File: src/rtl/ras_ckpt.sv
// ras_ckpt: circular return-address stack with speculative checkpoint/repair.
// Calls push and returns pop. The top entry predicts the return target.
// Checkpoints hold {tos, count, top entry}. A restore rolls the stack back
// to a checkpoint; only the top entry is repaired.
//
// Ports:
//   clk_i, rst_ni            clock, async active-low reset
//   flush_i                  clear stack and invalidate all checkpoints
//   push_i, pop_i, data_i    stack operations (push+pop replaces the top)
//   ckpt_i, ckpt_id_i        capture a checkpoint into a slot
//   restore_i, restore_id_i  restore from a slot (ignored if the slot is invalid)
//   ra_o, valid_o, count_o   registered top address, non-empty flag, occupancy
module ras_ckpt #(
   parameter int unsigned DEPTH   = 8,
   parameter int unsigned VLEN    = 64,
   parameter int unsigned NR_CKPT = 4
) (
   input  logic                         clk_i,
   input  logic                         rst_ni,
   input  logic                         flush_i,
   input  logic                         push_i,
   input  logic                         pop_i,
   input  logic [VLEN-1:0]              data_i,
   input  logic                         ckpt_i,
   input  logic [$clog2(NR_CKPT)-1:0]   ckpt_id_i,
   input  logic                         restore_i,
   input  logic [$clog2(NR_CKPT)-1:0]   restore_id_i,
   output logic [VLEN-1:0]              ra_o,
   output logic                         valid_o,
   output logic [$clog2(DEPTH+1)-1:0]   count_o
);

   localparam int unsigned TW = $clog2(DEPTH);
   localparam int unsigned CW = $clog2(DEPTH + 1);

   // Stack storage and pointers
   logic [VLEN-1:0] stk_ra_q  [DEPTH];
   logic [VLEN-1:0] stk_ra_d  [DEPTH];
   logic [DEPTH-1:0] stk_vld_q, stk_vld_d;
   logic [TW-1:0]   tos_q, tos_d;
   logic [CW-1:0]   cnt_q, cnt_d;

   // Checkpoint slots
   logic [NR_CKPT-1:0] ck_vld_q, ck_vld_d;
   logic [TW-1:0]   ck_tos_q [NR_CKPT];
   logic [TW-1:0]   ck_tos_d [NR_CKPT];
   logic [CW-1:0]   ck_cnt_q [NR_CKPT];
   logic [CW-1:0]   ck_cnt_d [NR_CKPT];
   logic [VLEN-1:0] ck_ra_q  [NR_CKPT];
   logic [VLEN-1:0] ck_ra_d  [NR_CKPT];
   logic [NR_CKPT-1:0] ck_rv_q, ck_rv_d;

   // Registered outputs
   logic [VLEN-1:0] ra_q, ra_d;
   logic            valid_q, valid_d;

   logic [TW-1:0]   tos_inc, tos_dec;

   // Next-state logic: flush > restore > push/pop; ckpt runs alongside push/pop
   always_comb begin
      stk_ra_d  = stk_ra_q;
      stk_vld_d = stk_vld_q;
      tos_d     = tos_q;
      cnt_d     = cnt_q;
      ck_vld_d  = ck_vld_q;
      ck_tos_d  = ck_tos_q;
      ck_cnt_d  = ck_cnt_q;
      ck_ra_d   = ck_ra_q;
      ck_rv_d   = ck_rv_q;
      tos_inc   = TW'(tos_q + TW'(1));
      tos_dec   = TW'(tos_q - TW'(1));

      if (flush_i) begin
         for (int i = 0; i < DEPTH; i++) stk_ra_d[i] = '0;
         stk_vld_d = '0;
         tos_d     = '0;
         cnt_d     = '0;
         ck_vld_d  = '0;
      end else if (restore_i) begin
         // Invalid slot: nothing changes, and push/pop are still dropped
         if (ck_vld_q[restore_id_i]) begin
            tos_d                            = ck_tos_q[restore_id_i];
            cnt_d                            = ck_cnt_q[restore_id_i];
            stk_ra_d[ck_tos_q[restore_id_i]]  = ck_ra_q[restore_id_i];
            stk_vld_d[ck_tos_q[restore_id_i]] = ck_rv_q[restore_id_i];
         end
      end else begin
         // Snapshot is taken from the current-cycle state, before push/pop
         if (ckpt_i) begin
            ck_vld_d[ckpt_id_i] = 1'b1;
            ck_tos_d[ckpt_id_i] = tos_q;
            ck_cnt_d[ckpt_id_i] = cnt_q;
            ck_ra_d[ckpt_id_i]  = stk_ra_q[tos_q];
            ck_rv_d[ckpt_id_i]  = stk_vld_q[tos_q];
         end
         if (push_i && pop_i) begin
            stk_ra_d[tos_q]  = data_i;
            stk_vld_d[tos_q] = 1'b1;
            if (cnt_q == '0) cnt_d = CW'(1);
         end else if (push_i) begin
            // When full this silently overwrites the oldest entry
            tos_d              = tos_inc;
            stk_ra_d[tos_inc]  = data_i;
            stk_vld_d[tos_inc] = 1'b1;
            if (cnt_q != CW'(DEPTH)) cnt_d = CW'(cnt_q + CW'(1));
         end else if (pop_i && (cnt_q != '0)) begin
            tos_d            = tos_dec;
            cnt_d            = CW'(cnt_q - CW'(1));
            stk_vld_d[tos_q] = 1'b0;
         end
      end

      valid_d = (cnt_d != '0);
      ra_d    = valid_d ? stk_ra_d[tos_d] : '0;
   end

   // State registers
   always_ff @(posedge clk_i or negedge rst_ni) begin
      if (!rst_ni) begin
         for (int i = 0; i < DEPTH; i++) stk_ra_q[i] <= '0;
         stk_vld_q <= '0;
         tos_q     <= '0;
         cnt_q     <= '0;
         ck_vld_q  <= '0;
         ck_rv_q   <= '0;
         for (int j = 0; j < NR_CKPT; j++) begin
            ck_tos_q[j] <= '0;
            ck_cnt_q[j] <= '0;
            ck_ra_q[j]  <= '0;
         end
         ra_q      <= '0;
         valid_q   <= 1'b0;
      end else begin
         stk_ra_q  <= stk_ra_d;
         stk_vld_q <= stk_vld_d;
         tos_q     <= tos_d;
         cnt_q     <= cnt_d;
         ck_vld_q  <= ck_vld_d;
         ck_tos_q  <= ck_tos_d;
         ck_cnt_q  <= ck_cnt_d;
         ck_ra_q   <= ck_ra_d;
         ck_rv_q   <= ck_rv_d;
         ra_q      <= ra_d;
         valid_q   <= valid_d;
      end
   end

   assign ra_o    = ra_q;
   assign valid_o = valid_q;
   assign count_o = cnt_q;

endmodule

File: config.mk
export PLATFORM = sky130hd
export DESIGN_NAME = ras_ckpt
export DESIGN_NICKNAME = d
export VERILOG_FILES = /design/src/rtl/ras_ckpt.sv
export SDC_FILE = /design/constraint.sdc
export NUM_CORES = 2
export LEC_CHECK = 0
export ABC_CLOCK_PERIOD_IN_PS = 4730
export BUFFER_PORTS_ARGS = -buffer_cell sky130_fd_sc_hd__buf_4
export CAP_MARGIN = 20
export CELL_PAD_IN_SITES_DETAIL_PLACEMENT = 1
export CELL_PAD_IN_SITES_GLOBAL_PLACEMENT = 2
export CORE_MARGIN = 2
export CORE_UTILIZATION = 44
export CTS_CLUSTER_DIAMETER = 200
export DETAILED_ROUTE_END_ITERATION = 8
export GPL_TIMING_DRIVEN = 0
export PLACE_DENSITY_LB_ADDON = 0.12
export SKIP_LAST_GASP = 1
export SLEW_MARGIN = 10
export SYNTH_ARGS = -nofsm -noshare
export SYNTH_HDL_FRONTEND = slang
export SYNTH_SLANG_ARGS = --single-unit
File: constraint.sdc
create_clock -name clk_i -period 4.73 [get_ports clk_i]
set_input_delay 0.2365 -clock clk_i [delete_from_list [all_inputs] [get_ports clk_i]]
set_output_delay 0.2365 -clock clk_i [all_outputs]
set_load 0.01 [all_outputs]
==> results.yml <==
setup_path:
  required_ns: 5.40
  crit_family: "buffers and inverters"
  cp_slowest_cell: "clkbuf_1"
  rr_endpoint: "ra_o[23]$_DFF_PN0_"
  path_max_fanout: 11
  path_buf_inv: 7
  r2r_start: "count_o[0]$_DFF_PN0_"
  rrSetupSlack_ns: -0.08
  endpoint_kind: "flop"
  crit_chain: "clkbuf_1 > clkbuf_2 > clkbuf_2 > clkbuf_1 > buf_6 > o211ai_1 > nand4_1 > clkbuf_1 > clkbuf_1 > o211a_1"
  start_kind: "input pin"
  max_stage_delay_ns: 0.96
  crit_top_cell: "clkbuf_1"
  cp.arrival_ns: 5.74
  worstSetupPathType: "in -> reg"
  reg2reg_depth: 11
status:
  violations: "hold timing, setup timing"
  status: "complete, but fails checks"
clock_network:
  post_cts_buffers: 0
  cts_buffer_depth: 3
  clock_latency_ns: 0.77
  root_buffer: "clkbuf_16"
  cts_tree: "built"
  clkTransAtPathRegs_ns: 0.06
  cts_max_level: 3
  clock_sinks: 872
  cts_buffers: 103
timing:
  max_freq_mhz: 197.4
  final_hold_viol_count: 2
  period_share_pct: 107.1
  drv_slew: 0
  hold_ws_ns: -0.008631
  period_needed_ns: 5.065
  worst-slew-pin-transition_ns: 1.290
  setup_ws_ns: -0.3353
  setup_viol: 81
  slew_headroom_pct: 14.03
  finClkSkew_ns: 0.02646
  tns_ns: -10.87
floorplanning:
  dieArea_um2: 123900
  io_pins: 144
  core-area_um2: 120000
  rows: 127
  initial_core_util_pct: 44.42
  die_h_um: 352.0
  die_w_um: 352.0
final_layout:
  mostFrequentLayoutCell: "dfrtp_1"
  syn2layout_area_growth_pct: 13.67
  final_util_pct: 50.49
  final_nets: 6054
  fill_cells: 13630
  final_cell_mix: "872 x dfrtp_1, 590 x nor2_1, 573 x mux2i_1"
  drive_gt1_share_pct: 11.40
global_route:
  grt_use_met2_pct: 66.74
  use_met1_pct: 56.87
  gr-max-usage-layer: "met2"
  grt_max_degree: 142
  use_met3_pct: 17.87
  grt_usage_pct: 46.37
  overflow: 0
  antenna_found_initial: 31
  grt_pass1_vias: 55130
  grt_pass1_wl_um: 413300
min_path:
  min_path_type: "in -> async"
route:
  routed_wl_um: 296200
  drt_iter0_drc: 7903
  antenna_left: 0
  wire_per_inst_um: 38.49
  via_per_inst: 7.173
  drc: 0
  vias: 55200
  dr.pass1.iters: 8
logic_synthesis:
  syn_inst: 5748
  syn_area_um2: 53290
  ys.flop_type: "dfrtp_1"
  synth_cell_types: 66
  syn_nets: 5827
  ys_warn_count: 0
  async_flop_share_pct: 100.0
  synth-edff-count: 0
  ys_seq_area_share_pct: 40.94
  synth_area_per_cell_um2: 9.272
  ys_seq_elements: 872
placement:
  gp_congestion: 0.9657
  port_buffers: 76
  post-dp-hpwl_um: 202700
  place_ws_ns: -1.099
flow_run:
  cap_viol_max_count: 0
power:
  power_leakage_uw: 0.02602
  vdd_drop_max_uv: 326.2
  pwr_density_cell_nw_per_um2: 381.0
synth_stat cells (4+ instances only):
library cell	instances	area (µm²)
o211ai_1	130	975.9
dfrtp_1	872	21820
nand4bb_1	4	45.04
a32oi_1	125	1095
nand3_1	187	935.9
nor2_1	592	2222
or2_2	65	406.6
o221ai_1	4	35.03
and3_1	129	807.0
nor4b_1	4	35.03
and3b_1	6	52.55
o211a_1	126	1261
and2_1	129	807.0
nand2_1	288	1081
nand4_1	4	25.02
buf_2	67	335.3
or4_1	62	465.5
and4_1	66	578.1
a21oi_1	388	1942
o22a_1	62	543.0
clkbuf_1	447	1678
inv_1	79	296.5
a22o_1	8	70.07
mux2_2	25	281.5
a221oi_1	65	569.3
buf_1	56	210.2
nor3_1	6	30.03
ha_1	4	50.05
nor2b_1	68	425.4
clkbuf_2	62	310.3
a211oi_1	191	1434
nand2b_1	65	406.6
a22oi_1	320	2402
mux4_2	72	1622
mux2i_1	573	5736
o21ai_0	272	1361
nor3b_1	6	45.04
nand4b_1	4	35.03
xnor2_1	4	35.03
nor4_1	66	412.9
buf_6	6	67.56
power by group:
part / leakage [µW] / internal (µW) / switching (µW)
combinational: 0.0128 / 1650 / 3640
clock: 0.00176 / 5200 / 3720
sequential: 0.0115 / 8280 / 582
total: 0.0260 / 15100 / 7950
registers in the layout, summed over array words and instances, names as in the netlist:
signal	count
ck_vld_q	4
valid_o	1
tos_q	3
ck_cnt_q	16
ra_o	64
ck_ra_q	256
ck_tos_q	12
stk_ra_q	512
count_o	4
logic make-up (layout without fill, tap and decap cells):
group | count (synthesis) | in the layout | share of synthesized area (%)
AOI/OAI and AO/OA | 1713 | 1713 | 22.32
xor gates and xnor gates | 6 | 6 | 0.09860
adders and majority gates | 4 | 4 | 0.09391
buffers and inverters | 722 | 1037 | 5.494
DFF | 872 | 872 | 40.94
muxes | 670 | 670 | 14.33
other | 0 | 20 | 0
and+or+nand+nor | 1761 | 1761 | 16.72
worst max path at each step:
| stage | startpoint | endpoint | slack [ns] | depth (start not counted) |
|---|---|---|---|---|
| 2_1_floorplan | count_o[0]$_DFF_PN0_ | ra_o[24]$_DFF_PN0_ | 1.48 | 15 |
| 3_3_place_gp | rst_ni | ck_ra_q[35]$_DFFE_PN0P_ | -7.77 | 1 |
| 3_5_place_dp | tos_q[1]$_DFF_PN0_ | ra_o[62]$_DFF_PN0_ | -1.10 | 12 |
| 4_1_cts | count_o[0]$_DFF_PN0_ | ra_o[0]$_DFF_PN0_ | 0.004 | 15 |
| 5_1_grt | count_o[0]$_DFF_PN0_ | ra_o[52]$_DFF_PN0_ | -0.04 | 14 |
| 6_report | restore_i | ra_o[12]$_DFF_PN0_ | -0.34 | 10 |
layer usage:
layer / share of wire [%] / wire length (µm)
met1: 37 / 110100
met2: 41 / 122700
met3: 13 / 38120
met4: 8.5 / 25100
met5: 0.055 / 162
what timing repair did:
item	CTS	global route
cloned	0	0
gates resized for setup	30	40
endpoints found under the hold margin	245	0
hold buffers	3	0
pin swaps	0	1
setup endpoints to repair	105	63
stage by stage:
step	std cells	area, µm²	total power, µW
2_1_floorplan	5748	53290	11610
3_3_place_gp	7436	55880	13740
3_5_place_dp	7476	56650	13940
4_1_cts	7670	60400	22720
5_1_grt	7677	60530	23560
6_report	7695	60580	23080
layout make-up:
class	instances	area, µm²	share of cell area, %
multi-input cells	4154	28610	47.23
flip-flops and latches	872	21820	36.02
clock buffers	151	3034	5.009
plain buffers	636	2751	4.542
well taps	1612	2017	3.329
repair buffers	127	1385	2.286
clock inverters	42	608.1	1.004
inverters	81	304.0	0.5019
diodes	20	50.05	0.08262
No activity file was read; power rests on OpenSTA's default activity.
